File: src/rtl/clint_timer_pkg.sv
// Shared definitions for the CLINT timer block.
//   - Register offsets within the 64 KiB CLINT window
//   - Handshake FSM state encoding
package clint_timer_pkg;

    localparam logic [15:0] CLINT_OFF_MSIP      = 16'h0000;
    localparam logic [15:0] CLINT_OFF_MTIMECMP  = 16'h4000;
    localparam logic [15:0] CLINT_OFF_MTIMECMPH = 16'h4004;
    localparam logic [15:0] CLINT_OFF_MTIME     = 16'hBFF8;
    localparam logic [15:0] CLINT_OFF_MTIMEH    = 16'hBFFC;

    typedef enum logic {
        S_IDLE = 1'b0,
        S_RESP = 1'b1
    } clint_state_e;

endpackage

File: src/rtl/clint_prescaler.sv
// Microsecond timebase: divides clk by FMAX_MHz.
//   clk   in  clock
//   reset in  synchronous active-high reset
//   tick  out one-cycle pulse each time the counter wraps (once per us)
module clint_prescaler #(
    parameter int FMAX_MHz = 27
) (
    input  logic clk,
    input  logic reset,
    output logic tick
);

    localparam int W = (FMAX_MHz > 1) ? $clog2(FMAX_MHz) : 1;

    logic [W-1:0] cnt_q, cnt_d;

    assign tick  = (cnt_q == W'(FMAX_MHz - 1));
    assign cnt_d = tick ? '0 : cnt_q + W'(1);

    always_ff @(posedge clk) begin
        if (reset) cnt_q <= '0;
        else       cnt_q <= cnt_d;
    end

endmodule

File: src/rtl/clint_timer.sv
// CLINT subset: mtime / mtimecmp / msip behind a single-outstanding
// request/response port, producing the MTIP and MSIP interrupt levels.
//   clk, reset               clock, synchronous active-high reset
//   req_valid/ready/wen/addr/wdata   request channel (ready only in S_IDLE)
//   resp_valid/ready/rdata   response channel, held until resp_ready
//   mtime                    live mtime for the time/timeh CSRs
//   timer_irq, soft_irq      registered MTIP / MSIP levels
module clint_timer
    import clint_timer_pkg::*;
#(
    parameter int          FMAX_MHz  = 27,
    parameter logic [31:0] BASE_ADDR = 32'h0200_0000
) (
    input  logic        clk,
    input  logic        reset,
    input  logic        req_valid,
    output logic        req_ready,
    input  logic        req_wen,
    input  logic [31:0] req_addr,
    input  logic [31:0] req_wdata,
    output logic        resp_valid,
    input  logic        resp_ready,
    output logic [31:0] resp_rdata,
    output logic [63:0] mtime,
    output logic        timer_irq,
    output logic        soft_irq
);

    clint_state_e state_q, state_d;
    logic [63:0]  mtime_q, mtime_d;
    logic [63:0]  mtimecmp_q, mtimecmp_d;
    logic         msip_q, msip_d;
    logic [31:0]  rdata_q, rdata_d;
    logic         timer_irq_q, soft_irq_q;
    logic         tick;
    logic         accept, in_win, wr;
    logic [15:0]  off;
    logic [31:0]  rd_val;

    clint_prescaler #(.FMAX_MHz(FMAX_MHz)) u_presc (
        .clk   (clk),
        .reset (reset),
        .tick  (tick)
    );

    assign accept = req_valid && (state_q == S_IDLE);
    assign in_win = (req_addr[31:16] == BASE_ADDR[31:16]);
    assign off    = req_addr[15:0];
    assign wr     = accept && req_wen && in_win;

    // Read mux on current register values, i.e. before any same-cycle tick.
    always_comb begin
        rd_val = '0;
        if (in_win) begin
            case (off)
                CLINT_OFF_MSIP:      rd_val = {31'b0, msip_q};
                CLINT_OFF_MTIMECMP:  rd_val = mtimecmp_q[31:0];
                CLINT_OFF_MTIMECMPH: rd_val = mtimecmp_q[63:32];
                CLINT_OFF_MTIME:     rd_val = mtime_q[31:0];
                CLINT_OFF_MTIMEH:    rd_val = mtime_q[63:32];
                default:             rd_val = '0;
            endcase
        end
    end

    // Register write / tick datapath. A write to either mtime half replaces
    // the tick for that cycle, so the other half never sees a carry.
    always_comb begin
        mtime_d    = tick ? mtime_q + 64'd1 : mtime_q;
        mtimecmp_d = mtimecmp_q;
        msip_d     = msip_q;
        if (wr) begin
            case (off)
                CLINT_OFF_MSIP:      msip_d             = req_wdata[0];
                CLINT_OFF_MTIMECMP:  mtimecmp_d[31:0]   = req_wdata;
                CLINT_OFF_MTIMECMPH: mtimecmp_d[63:32]  = req_wdata;
                CLINT_OFF_MTIME:     mtime_d            = {mtime_q[63:32], req_wdata};
                CLINT_OFF_MTIMEH:    mtime_d            = {req_wdata, mtime_q[31:0]};
                default: ;
            endcase
        end
    end

    assign rdata_d = accept ? (req_wen ? 32'd0 : rd_val) : rdata_q;

    // FSM: state register
    always_ff @(posedge clk) begin
        if (reset) state_q <= S_IDLE;
        else       state_q <= state_d;
    end

    // FSM: next state
    always_comb begin
        state_d = state_q;
        case (state_q)
            S_IDLE:  if (req_valid)  state_d = S_RESP;
            S_RESP:  if (resp_ready) state_d = S_IDLE;
            default: state_d = S_IDLE;
        endcase
    end

    // FSM: outputs
    always_comb begin
        req_ready  = (state_q == S_IDLE);
        resp_valid = (state_q == S_RESP);
    end

    always_ff @(posedge clk) begin
        if (reset) begin
            mtime_q     <= '0;
            mtimecmp_q  <= '1;
            msip_q      <= 1'b0;
            rdata_q     <= '0;
            timer_irq_q <= 1'b0;
            soft_irq_q  <= 1'b0;
        end else begin
            mtime_q     <= mtime_d;
            mtimecmp_q  <= mtimecmp_d;
            msip_q      <= msip_d;
            rdata_q     <= rdata_d;
            timer_irq_q <= (mtime_q >= mtimecmp_q);
            soft_irq_q  <= msip_q;
        end
    end

    assign resp_rdata = rdata_q;
    assign mtime      = mtime_q;
    assign timer_irq  = timer_irq_q;
    assign soft_irq   = soft_irq_q;

endmodule

File: config.mk
export PLATFORM = sky130hd
export DESIGN_NAME = clint_timer
export DESIGN_NICKNAME = d
export VERILOG_FILES = /design/src/rtl/clint_timer_pkg.sv /design/src/rtl/clint_prescaler.sv /design/src/rtl/clint_timer.sv
export SDC_FILE = /design/constraint.sdc
export NUM_CORES = 1
export LEC_CHECK = 0
export CAP_MARGIN = 15
export CORE_AREA = 2 2 192 194
export CTS_CLUSTER_SIZE = 20
export DETAILED_ROUTE_END_ITERATION = 8
export DIE_AREA = 0 0 194 196
export RECOVER_POWER = 25
export SLEW_MARGIN = 20
export SYNTH_ARGS = -nofsm -noshare
export SYNTH_HDL_FRONTEND = slang
export SYNTH_SLANG_ARGS = --single-unit
File: constraint.sdc
create_clock -name clk -period 4.9 [get_ports clk]
set_input_delay 0.98 -clock clk [delete_from_list [all_inputs] [get_ports clk]]
set_output_delay 0.98 -clock clk [all_outputs]
set_load 0.05 [all_outputs]
# After elaboration in Yosys (flattened, before gate mapping)
# Index checks and enable logic that the tools add are counted.
# word_totals
in_bits,69
reg_bits,169
output_inout_bits,100
wordCells,39
# op_classes
muxes,9
eq_ne,8
n_reduce_logical,8
bitwise_logic,1
n_lt_le_gt_ge,1
n_addsub,2
# op_table
op,n
case mux 32 bit (5 select lines),1
2-to-1 mux 64 bit,2
case mux 64 bit (2 select lines),1
adder 64 x 1 -> 64 bit (second input constant),1
greater-or-equal comparator 64 bit,1
2-to-1 mux 32 bit,2
equality test 16 x 15 -> 1 bit (second input constant),2
equality test 16 bit (second input constant),2
equality test 16 x 10 -> 1 bit (second input constant),1
logical NOT 16 bit,1
AND reduction 2 bit,3
adder 5 x 1 -> 5 bit (second input constant),1
equality test 5 bit (second input constant),1
!= test 2 bit (second input constant),2
logical AND 1 bit,3
2-to-1 mux 1 bit,2
case mux 1 bit (2 select lines),1
OR reduction 2 bit,1
NOT 1 bit,1

# Logic depth before layout (Yosys ltp)
# Gate-level depths: netlist (run 1).
# depth
word_depth,5
ltp_mapped,9

# By module
# From an unflattened synthesis (run 1), not the netlist that was laid out.
# unflattened
hier_cells,1220
area_unflattened_um2,9972.1
# modules_own_cells
module,area_each_um2,seq_area_each_um2,n_inst,cells_each
clint_timer,9713.1,3283.1,1,1198
clint_prescaler,259.0,100.1,1,22

# Least setup slack after synthesis (run 1)
# Ideal clock, no wire load.
# synth_path
kind,input-to-reg
startpoint,input req_addr[14]
endpoint,register mtime_q[62] (netlist: mtime[62])
path_slack_ns,2.036
cell_stages,8
n_path_buf,3
arrival_time_ns,2.714
path_cell_list,nand3b_1 or4_1 clkbuf_1 or4_1 clkbuf_1 buf_2 o21ai_0 a211oi_2
# synth_via
elab_chain_cells,3
elab_cells_between_ends,5
classes_between,eq/ne (3); mux (2)
# synth_lines
item,line,source
start: declaration,clint_timer.sv:19,"input logic [31:0] req_addr,"
equality test 16 bit,clint_timer.sv:73,case (off)
case mux 64 bit (2 select lines),clint_timer.sv:73,
2-to-1 mux 64 bit,clint_timer.sv:72,if (wr) begin
end signal: assignment,clint_timer.sv:117,mtime_q <= mtime_d;
end: declaration,clint_timer.sv:30,"logic [63:0] mtime_q, mtime_d;"
# Parallel ways exist; a longest one is shown, timed or not.
# A chain may end at the register's enable or synchronous reset.

==> results of run 1 <==
==> metrics by stage <==
stage	instances	utilization [%]	cell area (um^2)	setup slack, ns	hold WS, ns
3_3_place_gp	1820	33.49	12080	1.084	0.4371
3_5_place_dp	1820	33.49	12090	1.008	0.4449
2_1_floorplan	1242	-	9922	2.036	0.4297
5_1_grt	1852	35.12	12670	0.8663	0.4782
4_1_cts	1852	35.14	12680	1.465	0.4598
6_report	1852	35.12	12670	1.074	0.4501
==> power by group <==
group	internal, mW	switching (mW)	leakage, nW
sequential	1.38	0.00288	1.36
clock	0.766	0.627	0.286
combinational	0.0630	0.0854	3.40
==> logic make-up after synthesis <==
family / count (synthesis)
simple gates: 446
fa+ha+maj: 67
mux: 6
buf+inv: 160
xor+xnor: 5
flops: 169
compound gates: 389
==> cell usage after synthesis (19+ instances only) <==
cell type                  number  area share (%)
sky130_fd_sc_hd__nand3_1       46             2.3
sky130_fd_sc_hd__clkbuf_1      71             2.7
sky130_fd_sc_hd__o21ai_0       78             3.9
sky130_fd_sc_hd__and3_1        19             1.2
sky130_fd_sc_hd__ha_1          67             8.4
sky130_fd_sc_hd__nor2_1        58             2.2
sky130_fd_sc_hd__nor3_1        29             1.5
sky130_fd_sc_hd__a211oi_1      19             1.4
sky130_fd_sc_hd__a22o_1        30             2.6
sky130_fd_sc_hd__nor4_1        26             1.6
sky130_fd_sc_hd__a31oi_1       22             1.4
sky130_fd_sc_hd__nand4_1       42             2.6
sky130_fd_sc_hd__a222oi_1      30             3.0
sky130_fd_sc_hd__inv_1         77             2.9
sky130_fd_sc_hd__a21oi_1       72             3.6
sky130_fd_sc_hd__nand2_1      152             5.8
sky130_fd_sc_hd__o211ai_1      73             5.5
sky130_fd_sc_hd__dfxtp_1      169              34
==> critical path, delay by kind of cell <==
kind                   cells  cell delay [ns]
buffers and inverters      3             2.69
AOI/OAI and AO/OA          3             0.42
==> cells in the final DEF, fill, tap and decap left out, drive strengths merged, types with 19 or more instances in the layout <==
| cell | Yosys | layout |
|---|---|---|
| a211oi | 20 | 20 |
| a21oi | 72 | 72 |
| a222oi | 30 | 30 |
| a22o | 30 | 30 |
| a31oi | 22 | 22 |
| and3 | 19 | 19 |
| buf | 12 | 25 |
| clkbuf | 71 | 24 |
| clkdlybuf4s50 | 0 | 108 |
| dfxtp | 169 | 169 |
| dlygate4sd3 | 0 | 58 |
| ha | 67 | 67 |
| inv | 77 | 80 |
| nand2 | 152 | 152 |
| nand3 | 47 | 47 |
| nand4 | 42 | 42 |
| nor2 | 59 | 59 |
| nor3 | 30 | 30 |
| nor4 | 27 | 27 |
| o211ai | 73 | 73 |
| o21ai | 78 | 78 |
==> area by class of cell <==
cell class | instances | area, um^2
timing repair buffer | 193 | 1854
sequential | 169 | 3383
fill | 3757 | 23410
tap | 468 | 585.6
clock buffer | 22 | 484.2
clock inverter | 10 | 108.9
multi-input combinational | 913 | 5967
inverter | 77 | 290.3
==> metal layers <==
layer / GRT usage, % / vias up / wire, um
met5: 0 / - / 0
met4: 8.530 / 0 / 1200
met3: 3.799 / 79 / 3001
met2: 33.93 / 493 / 18630
met1: 26.33 / 5125 / 16810
li1: - / 4978 / -
==> worst paths after layout <==
| check | end | slack [ns] | cells after the start |
|---|---|---|---|
| min reg2reg | resp_rdata[1]$_SDFFE_PP0P_ | 0.45 | 2 |
| min | resp_rdata[1]$_SDFFE_PP0P_ | 0.45 | 2 |
| max | mtime[56]$_SDFFE_PP0P_ | 1.07 | 6 |
| max reg2reg | mtime[58]$_SDFFE_PP0P_ | 1.65 | 7 |
==> sequential cells by signal, summed over array words and instances, names as in the netlist <==
signal / count
msip_q: 1
mtime: 64
mtimecmp_q: 64
resp_rdata: 32
resp_valid: 1
soft_irq: 1
timer_irq: 1
u_presc.cnt_q: 5
==> metrics list, run 1 <==
- The number of setup buffers added after CTS is 0.
- Die boundary width: 194 um
* Largest net degree at the start of global routing: 65
* Initial DRT Pass Iterations: 7
* Number of synthesized flops with an enable pin: 0
- Summed over all layers, the routed wires come to 39650 um.
* Global-route congestion overflow total: 0
- For this run, the total global-route usage over all layers was measured as 20.54%.
- Violations in the final reports: max-capacitance violations, max-slew violations
- Register area share after synthesis: 34.10%
- Measured along the y axis, the die boundary spans between 150 and 200 um.
* Fin Setup TNS: 0 ns
* Cts-stage hold buffer count: 0
- Synth Net Count: 1378
- The worst hold path belongs to the class register to register.
- In the final routed layout, each cell accounts on average for between 20 and 25 um.
* Number of warnings reported in the yosys synthesis log: 0
- The max-slew violation total from the final report came to 39.
- Synthesized instance count: 1242
- The critical path in this run is classified as primary input to register.
- Fraction of synthesized area in multiplexers: 0.6305%
- Ratio of final minimum period to clock period: 78.09%
- Among all flip-flop cells after synthesis, the most frequent one is sky130_fd_sc_hd__dfxtp_1.
- Max-Cap Viols: 1
- Remaining max-slew budget at the tightest pin: -41.34%
- After floorplanning, the core was divided into 70 placement rows.
* # port buffers: 168
* Average vias per placed instance: roughly 5.8
- Critical path arrival: around 4.2 ns
- Counting along the longest clock path gives a buffer depth of 2.
- The average instance in the mapped netlist occupies 7.989 um^2.
- Synth Area in Simple Gates: ~23%
- Leakage power total: between 5 and 6 nW
- Min Clock Period, post-route: approximately 3.8 ns
* Power density over cell area: around 230 mW/mm^2
* Run status: complete, but fails checks
- The later pin in the worst-skew pair is clocked with a latency of 0.45 ns.
* I/O pin count: 169
* Crit Reg-Reg Startpoint: mtime[4]$_SDFFE_PP0P_
- Synthesis instantiated 71 different standard cells from the library.
- From synthesis to final layout, the design area changed by 27.73%.
- Compound-Gate Fraction of Synth Area: a little over a quarter
* Wire length of the first global-routing pass: 61150 um
- Clock transition at the registers of the reported paths: 0.07 ns
- After layout, the design draws a total of 2.919 mW.
* Setup violators final: 0
- DIE AREA: between 0.03 and 0.04 mm^2
- Slowest stage cell, crit path: sky130_fd_sc_hd__clkinvlp_2
- Along the worst path, the maximum fanout reaches 58.
- Post-CTS sizing: 0
- The detailed router finished its first iteration with 1133 violations.
* Cell area after synthesis: roughly 0.0099 mm^2
- The repair_antennas step left the layout with diodes totalling 0.
* Async set or reset register ratio after synthesis: 0%
- The total count of hold-check failures in the final report was 0.
* Post-detailed-route DRC marker count: 0
* Highest clock frequency the design can meet: 0.2613 GHz
- Number of nets at the end of the flow: 1507
- Slew at the pin with the worst max-slew slack: 2.120 ns
- Share of the synthesized netlist area taken by xor and xnor gates: 0.4414%
* Dpl hpwl: 29100 um
- Layout Skew: 0.01155 ns
- # clock sinks: 169
- The synthesized design contains 169 register bits.
- CP required: 5.23 ns
* Routability congestion estimate: between 0.9 and 1
- Layout cells sized above 1: between 5 and 6%
- Number of antenna violations at the first check in global routing: 0
* Most frequent CP cell: sky130_fd_sc_hd__o31a_1
- The number of global-route vias before repair is 10208.
- Peak VDD IR: 0.2043 mV
* Kind of end point of the critical path: register
* Total number of vias: roughly 11000
- For this run, the slowest stage of the critical path takes 1.27 ns.
- The critical path starts at reset.
- Fraction of the mapped netlist area in adder cells: 8.449%
- Once detail routing completed, the nets flagged for antenna violations numbered 0.
- The worst hold path begins at resp_rdata[1]$_SDFFE_PP0P_.
- Root buffer cell: sky130_fd_sc_hd__clkbuf_16
- Core ar.: 0.03608 mm^2
* Initial cell density of the core: 27.50%
* Startpoint type of the worst setup path: primary input
* Num CTS Buffers: 17
* TritonCTS clock tree: done
- After synthesis, the largest family of logic cells by area is compound AO/OA/AOI/OAI gates.
- Depth of the CTS H-tree: 4
- RSZ-0062 raised after global routing: no
* Critical Path, Cell by Cell: clkbuf_1 -> clkinvlp_2 -> buf_4 -> o21a_1 -> o31a_1 -> o31a_1
Power figures use the tool's default switching activity.
==> inputs of run 2 (changes only) <==
clock period = 3.9 ns   (was 4.9 ns; I/O delays follow)
==> run 2 against run 1 <==
Net effect: the run still ends with max-capacitance violations, max-slew violations left; clock-buffer cell count decreased by 4; core utilization increased by 0.40 points; global-route usage increased by 0.16 points; setup slack got worse by 0.49 ns; die area unchanged; cell area increased by 1.1%; clock skew increased by 0.011 ns.
==> metrics list, run 2 (synthesized netlist as in run 1, its figures left out) <==
* Run status: complete, but fails checks
- Violations in the final reports: max-capacitance violations, max-slew violations
* Setup repair bufs after CTS: 0
* Worst setup path startpoint: reset
- The clock tree synthesis step divided the H-tree into 4 levels.
* Most frequent CP cell: sky130_fd_sc_hd__clkbuf_1
* Post-CTS sizing: 0
- The initial utilization of the core area, before any placement, comes to 27.50%.
- Port buffering added about 170 buffers.
- The path with the worst hold slack has its endpoint at resp_rdata[24]$_SDFFE_PP0P_.
- Leakage power total: 5.120 nW
- Remaining max-slew budget at the tightest pin: -17.31%
- Critical Path, Cell by Cell: clkbuf_1 -> inv_1 -> clkbuf_1 -> nand2_1 -> nor2_1
* Number of antenna violations at the first check in global routing: 1
- The number of hold buffers added after CTS was 0.
- Slowest stage cell, crit path: sky130_fd_sc_hd__clkbuf_1
- After detailed placement, the design holds a cell count of 1824.
- Bufs and invs on worst path: 3
- Highest clock frequency the design can meet: 0.3019 GHz
- From bottom edge to top edge, the die measures 196 um.
* Number of routed nets with antenna violations: 0
- The tree is rooted in a sky130_fd_sc_hd__clkbuf_16.
- For this run, the slowest stage of the critical path takes just over 0.9 ns.
* Post-route standard cell area excluding fillers: 0.01282 mm^2
* # clock sinks: 169
* Routability congestion estimate: 0.9096
- The startpoint identified for the worst hold timing path is resp_rdata[24]$_SDFFE_PP0P_.
* Instance count along the most critical hold path: 2
- After detailed routing, the number of remaining DRC violations is 0.
- Number of nets at the end of the flow: 1511
* Wire length of the first global-routing pass: 61720 um
* Min Clock Period, post-route: 3.312 ns
- Ratio of final minimum period to clock period: between 80% and 90%
- Crit Reg-Reg Startpoint: mtime[4]$_SDFFE_PP0P_
- In this run the critical register-to-register path is captured at mtime[42]$_SDFFE_PP0P_.
- Bufs on Longest Clock Path: 2
- The number of global-route vias before repair came to 10348.
- The floorplan step defined a core boundary enclosing roughly 0.036 mm^2.
* Die boundary width: 194 um
* Average vias per placed instance: 5.725
* Worst path setup slack after routing: slightly below 0.6 ns
- GR Util All Layers: 20.70%
- Final Hold Vio Count: 0
- Setup repair after global routing left no endpoint under its margin.
- Most common cell after layout, fill and taps aside: sky130_fd_sc_hd__dfxtp_1
* Layout Skew: approximately 0.022 ns
- Critical path arrival: 3.64 ns
- Area Growth Syn to Fin: 29.19%
- TritonCTS built the clock tree.
- Kind of end point of the critical path: register
* Final WL: about 40000 um
- In this design, the largest share of critical-path delay is due to buffers and inverters.
- Detailed placement ended at an HPWL of 29090 um.
- Average detailed-routed wire length per instance: 21.61 um
- Maximum fanout count along the critical path: 24
- Slack of the worst reg-to-reg path: 0.80 ns
- In this run the core area contains 70 standard-cell rows.
- CP required: 4.23 ns
* Detailed Route Iter0 Violations: 957
* Worst setup slack before clock tree synthesis: 0.2679 ns
* Worst Hold Class: register to register
- DIE AREA: about 0.038 mm^2
- The max-slew violation total from the final report came to 34.
* Slew at the pin with the worst max-slew slack: around 1.8 ns
* I/O pin count: 169
- Once placement finished, the instance area stood at 0.01218 mm^2.
- Startpoint type of the worst setup path: primary input
- The detailed router placed about 11000 vias in this run.
* Global-route congestion overflow total: 0
* Fin Setup TNS: 0 ns
* Setup violators final: 0
* Largest net degree at the start of global routing: 65
* Most frequent cells in the layout: sky130_fd_sc_hd__dfxtp_1 (169), sky130_fd_sc_hd__nand2_1 (152), sky130_fd_sc_hd__clkdlybuf4s50_1 (106)
- Max-Cap Viols: 1
- For the worst flop-to-flop path, the logic depth is 7.
* Initial DRT Pass Iterations: 7
- Number of standard cells in the final layout excluding fillers: 1857
* Clock transition at the registers of the reported paths: 0.07 ns
* Power density over cell area: 299.2 mW/mm^2
- Peak VDD IR: slightly below 0.3 mV
- Layout cells sized above 1: 5.980%
- Num CTS Buffers: 17
- The worst setup path is of the primary input to register kind.
- Worst-skew pair later-pin latency: 0.45 ns
[run 2: worst max path at each step]
stage	slack, ns	depth (start not counted)	to
3_5_place_dp	0.27	7	mtime[41]$_SDFFE_PP0P_
5_1_grt	0.47	5	u_presc.cnt_q[0]$_SDFF_PP0_
6_report	0.59	5	u_presc.cnt_q[3]$_SDFF_PP0_
4_1_cts	0.74	7	mtime[41]$_SDFFE_PP0P_
2_1_floorplan	1.24	8	mtime[62]$_SDFFE_PP0P_
3_3_place_gp	0.31	7	mtime[56]$_SDFFE_PP0P_
[run 2: area by class of cell]
type / instances / area [um^2]
fill: 3725 / 23270
multi-input combinational: 913 / 5966
sequential: 169 / 3383
timing repair buffer: 197 / 1943
tap: 468 / 585.6
clock buffer: 18 / 439.2
inverter: 77 / 289.0
clock inverter: 14 / 210.2
antenna: 1 / 2.502
[run 2: metrics by stage]
step	util [%]	power (mW)	hold WS [ns]
6_report	35.52	3.836	0.4467
5_1_grt	35.52	3.934	0.4763
4_1_cts	35.54	3.858	0.4559
3_5_place_dp	33.74	1.961	0.4408
3_3_place_gp	33.74	1.959	0.4367
2_1_floorplan	-	1.833	0.4297
[run 2: where the power goes]
group          switching, mW  internal, mW  total, mW
sequential           0.00360          1.73       1.73
clock                  0.806          1.11       1.92
combinational          0.109        0.0801      0.189
total                  0.919          2.92       3.84
[run 2: worst min-delay path: stages (launching register included)]
cell,delay [ns]
sky130_fd_sc_hd__dfxtp_1,0.32
sky130_fd_sc_hd__nand2_1,0.04
sky130_fd_sc_hd__o21ai_0,0.05
[run 2: layer usage]
layer	share of wire, %	wire [um]	global-route usage (%)	vias to the layer above
met5	0	0	0	-
met4	2.3	918	6.538	0
met3	6.9	2780	3.593	70
met2	48	19170	35.22	448
met1	43	17270	26.64	5123
li1	-	-	-	4990
==> inputs of run 3 (changes only) <==
clock period = 3 ns   (was 3.9 ns; I/O delays follow)
==> run 3 against run 2 <==
Net effect: the flow now finishes without violations; clock skew fell by 0.0084 ns; sequential share of layout area fell by 1.0 points; largest power group unchanged; register-to-register slack got worse by 0.57 ns; critical endpoint is now mtime[57]$_SDFFE_PP0P_; first-iteration DRC count rose by 31%; highest routed layer unchanged; setup slack got worse by 0.36 ns.
==> metrics list, run 3 (synthesized netlist as in run 1, its figures left out) <==
- Run status: finished clean
- Leaving out fill and tap cells, the most frequent cell in the layout is sky130_fd_sc_hd__dfxtp_1.
- Post-CTS sizing: 0
- Number of nets at the end of the flow: 1579
* Worst path setup slack after routing: between 0.2 and 0.25 ns
* DIE AREA: 0.03802 mm^2
- The detailed router placed between 10000 and 15000 vias in this run.
* Root buffer cell: sky130_fd_sc_hd__clkbuf_16
- Final Hold Slack: between 0.4 and 0.5 ns
- # clock sinks: about 170
- Port buffering added 168 buffers.
- Reg-to-reg critical path endpoint: mtime[57]$_SDFFE_PP0P_
- In this run the remaining antenna-violating nets after routing total 0.
- After clock tree synthesis, the clock-pin slew on the worst setup and hold paths is 0.07 ns.
- No sink is reached through more buffers than the 2 on the longest clock path.
- After legalization and detailed placement, the total HPWL measured 31380 um.
- Initial DRT Pass Iterations: 6
- The first global-routing pass estimated 64360 um of wire.
* Max Transition Viols Final: 0
- Slack of the worst reg-to-reg path: 0.23 ns
* CP required: between 3 and 4 ns
* Largest net degree at the start of global routing: 65
- By startpoint and endpoint, the worst setup path is classified as register to register.
* Worst-skew pair later-pin latency: 0.45 ns
* Slew at the pin with the worst max-slew slack: 1.030 ns
- Max-Cap Viols: 0
* Routability congestion estimate: 0.9635
- Most frequent cells in the layout: sky130_fd_sc_hd__dfxtp_1 (169), sky130_fd_sc_hd__nand2_1 (152), sky130_fd_sc_hd__clkdlybuf4s50_1 (130)
* Maximum fanout count along the critical path: 7
* Y dimension of the die: 196 um
- From left edge to right edge, the die measures approximately 190 um.
- Ratio of final minimum period to clock period: around 92%
- RSZ-0062 raised after global routing: no
* Power density over cell area: 375.4 mW/mm^2
* Via count of the first global-routing pass: 10583
* Worst setup slack before clock tree synthesis: -0.01821 ns
* Fillers: 3764
* Global-route congestion overflow total: 0
- Setup violations remaining at the end of the flow were counted as 0.
* Kind of end point of the critical path: register
- Startpoint type of the worst setup path: register
- Average detailed-routed wire length per instance: 21.64 um
* Min Clock Period, post-route: 2.768 ns
- Hold wc startpoint: resp_rdata[19]$_SDFFE_PP0P_
* Instance count along the most critical hold path: 2
- Post-detailed-route DRC marker count: 0
- Crit Reg-Reg Startpoint: mtime[4]$_SDFFE_PP0P_
- For this design, the CTS-stage hold fixing added 0 buffers.
- TritonCTS clock tree: done
- Depth of the CTS H-tree: 4
- For this run, the total global-route usage over all layers was measured as roughly 22%.
* Post-route standard cell area excluding fillers: 0.01334 mm^2
- Core ar.: roughly 0.036 mm^2
- For hold timing, the worst endpoint is resp_rdata[19]$_SDFFE_PP0P_.
* Setup repair bufs after CTS: 0
- In this run the worst hold path is classified as register to register.
* Count of inserted antenna diode cells: 0
- Detailed Route Iter0 Violations: 1258
* Placed Instance Area: 0.01272 mm^2
- The post-route netlist has 10.16% of its cells at a drive strength greater than 1.
- Row count: 70
- STA puts the critical path data arrival time at roughly 3.1 ns.
- The initial utilization of the core area, before any placement, comes to 27.50%.
- Number of antenna violations at the first check in global routing: 0
* I/O pin count: 169
- Final WL: around 42000 um
* Peak VDD IR: 0.4059 mV
- Remaining max-slew budget at the tightest pin: 31.30%
- Num CTS Buffers: 17
* Highest clock frequency the design can meet: 0.3612 GHz
- Leakage power total: 5.373 nW
- The total count of hold-check failures in the final report was 0.
- Layout Skew: 0.01387 ns
- Reg2reg path depth: 7
- After detailed routing, the number of vias per cell comes to 5.695.
* Area Growth Syn to Fin: 34.45%
## run 3: cell count changes in the layout (fill, tap and decap cells not counted), moves of 2 or more
| cell | previous run | this run |
|---|---|---|
| sky130_fd_sc_hd__inv_8 | 2 | 0 |
| sky130_fd_sc_hd__clkbuf_2 | 0 | 2 |
| sky130_fd_sc_hd__dlygate4sd3_1 | 60 | 36 |
| sky130_fd_sc_hd__inv_6 | 3 | 0 |
| sky130_fd_sc_hd__buf_12 | 5 | 7 |
| sky130_fd_sc_hd__clkbuf_1 | 3 | 6 |
| sky130_fd_sc_hd__clkdlybuf4s50_1 | 106 | 130 |
| sky130_fd_sc_hd__buf_4 | 22 | 85 |
## run 3: metrics by stage
step | instances | setup TNS, ns | power, mW | util (%)
after global placement | 1892 | 0 | 2.560 | 35.26
after detailed placement | 1892 | -0.07664 | 2.563 | 35.26
after CTS | 1924 | 0 | 5.048 | 37.05
final | 1924 | 0 | 5.009 | 36.97
after floorplan | 1242 | 0 | 2.382 | -
after global routing | 1924 | 0 | 5.142 | 36.97
## run 3: worst max-delay path, stage by stage (launching register included)
cell	delay [ns]
sky130_fd_sc_hd__dfxtp_1	0.47
sky130_fd_sc_hd__buf_4	0.21
sky130_fd_sc_hd__nand4_1	0.19
sky130_fd_sc_hd__nor4_1	0.60
sky130_fd_sc_hd__and3_1	0.46
sky130_fd_sc_hd__nand4_1	0.22
sky130_fd_sc_hd__or3_1	0.35
sky130_fd_sc_hd__a31oi_1	0.17
## run 3: final cells by class
class | count | area [um^2] | share of cell area [%]
multi-input combinational | 913 | 5966 | 44.72
sequential | 169 | 3383 | 25.36
timing repair buffer | 265 | 2471 | 18.52
tap | 468 | 585.6 | 4.389
clock buffer | 21 | 450.4 | 3.376
inverter | 77 | 289.0 | 2.167
clock inverter | 11 | 195.2 | 1.463
## run 3: how the worst max path moves through the flow
stage | start | to | slack, ns | cells after the start
after floorplan | mtime[28]$_SDFFE_PP0P_ | mtime[62]$_SDFFE_PP0P_ | 0.34 | 6
after global routing | mtime[4]$_SDFFE_PP0P_ | mtime[57]$_SDFFE_PP0P_ | 0.12 | 7
after CTS | mtime[30]$_SDFFE_PP0P_ | mtime[62]$_SDFFE_PP0P_ | 0.32 | 6
after detailed placement | req_addr[10] | mtime[8]$_SDFFE_PP0P_ | -0.02 | 8
after global placement | req_addr[13] | mtime[20]$_SDFFE_PP0P_ | 0.03 | 7
final | mtime[4]$_SDFFE_PP0P_ | mtime[57]$_SDFFE_PP0P_ | 0.23 | 7
## run 3: power by group
group          total (mW)  switching (mW)  leakage, nW  internal (mW)
clock                2.50           0.996        0.303           1.50
combinational       0.259           0.148         3.71          0.111
sequential           2.25         0.00477         1.36           2.25
## run 3: layer usage
layer	track usage (%)	vias to the layer above	wire (um)
met5	0	-	0
met4	7.716	0	1055
met3	3.730	61	3173
met2	35.47	481	19420
met1	28.75	5296	17990
li1	-	5119	-
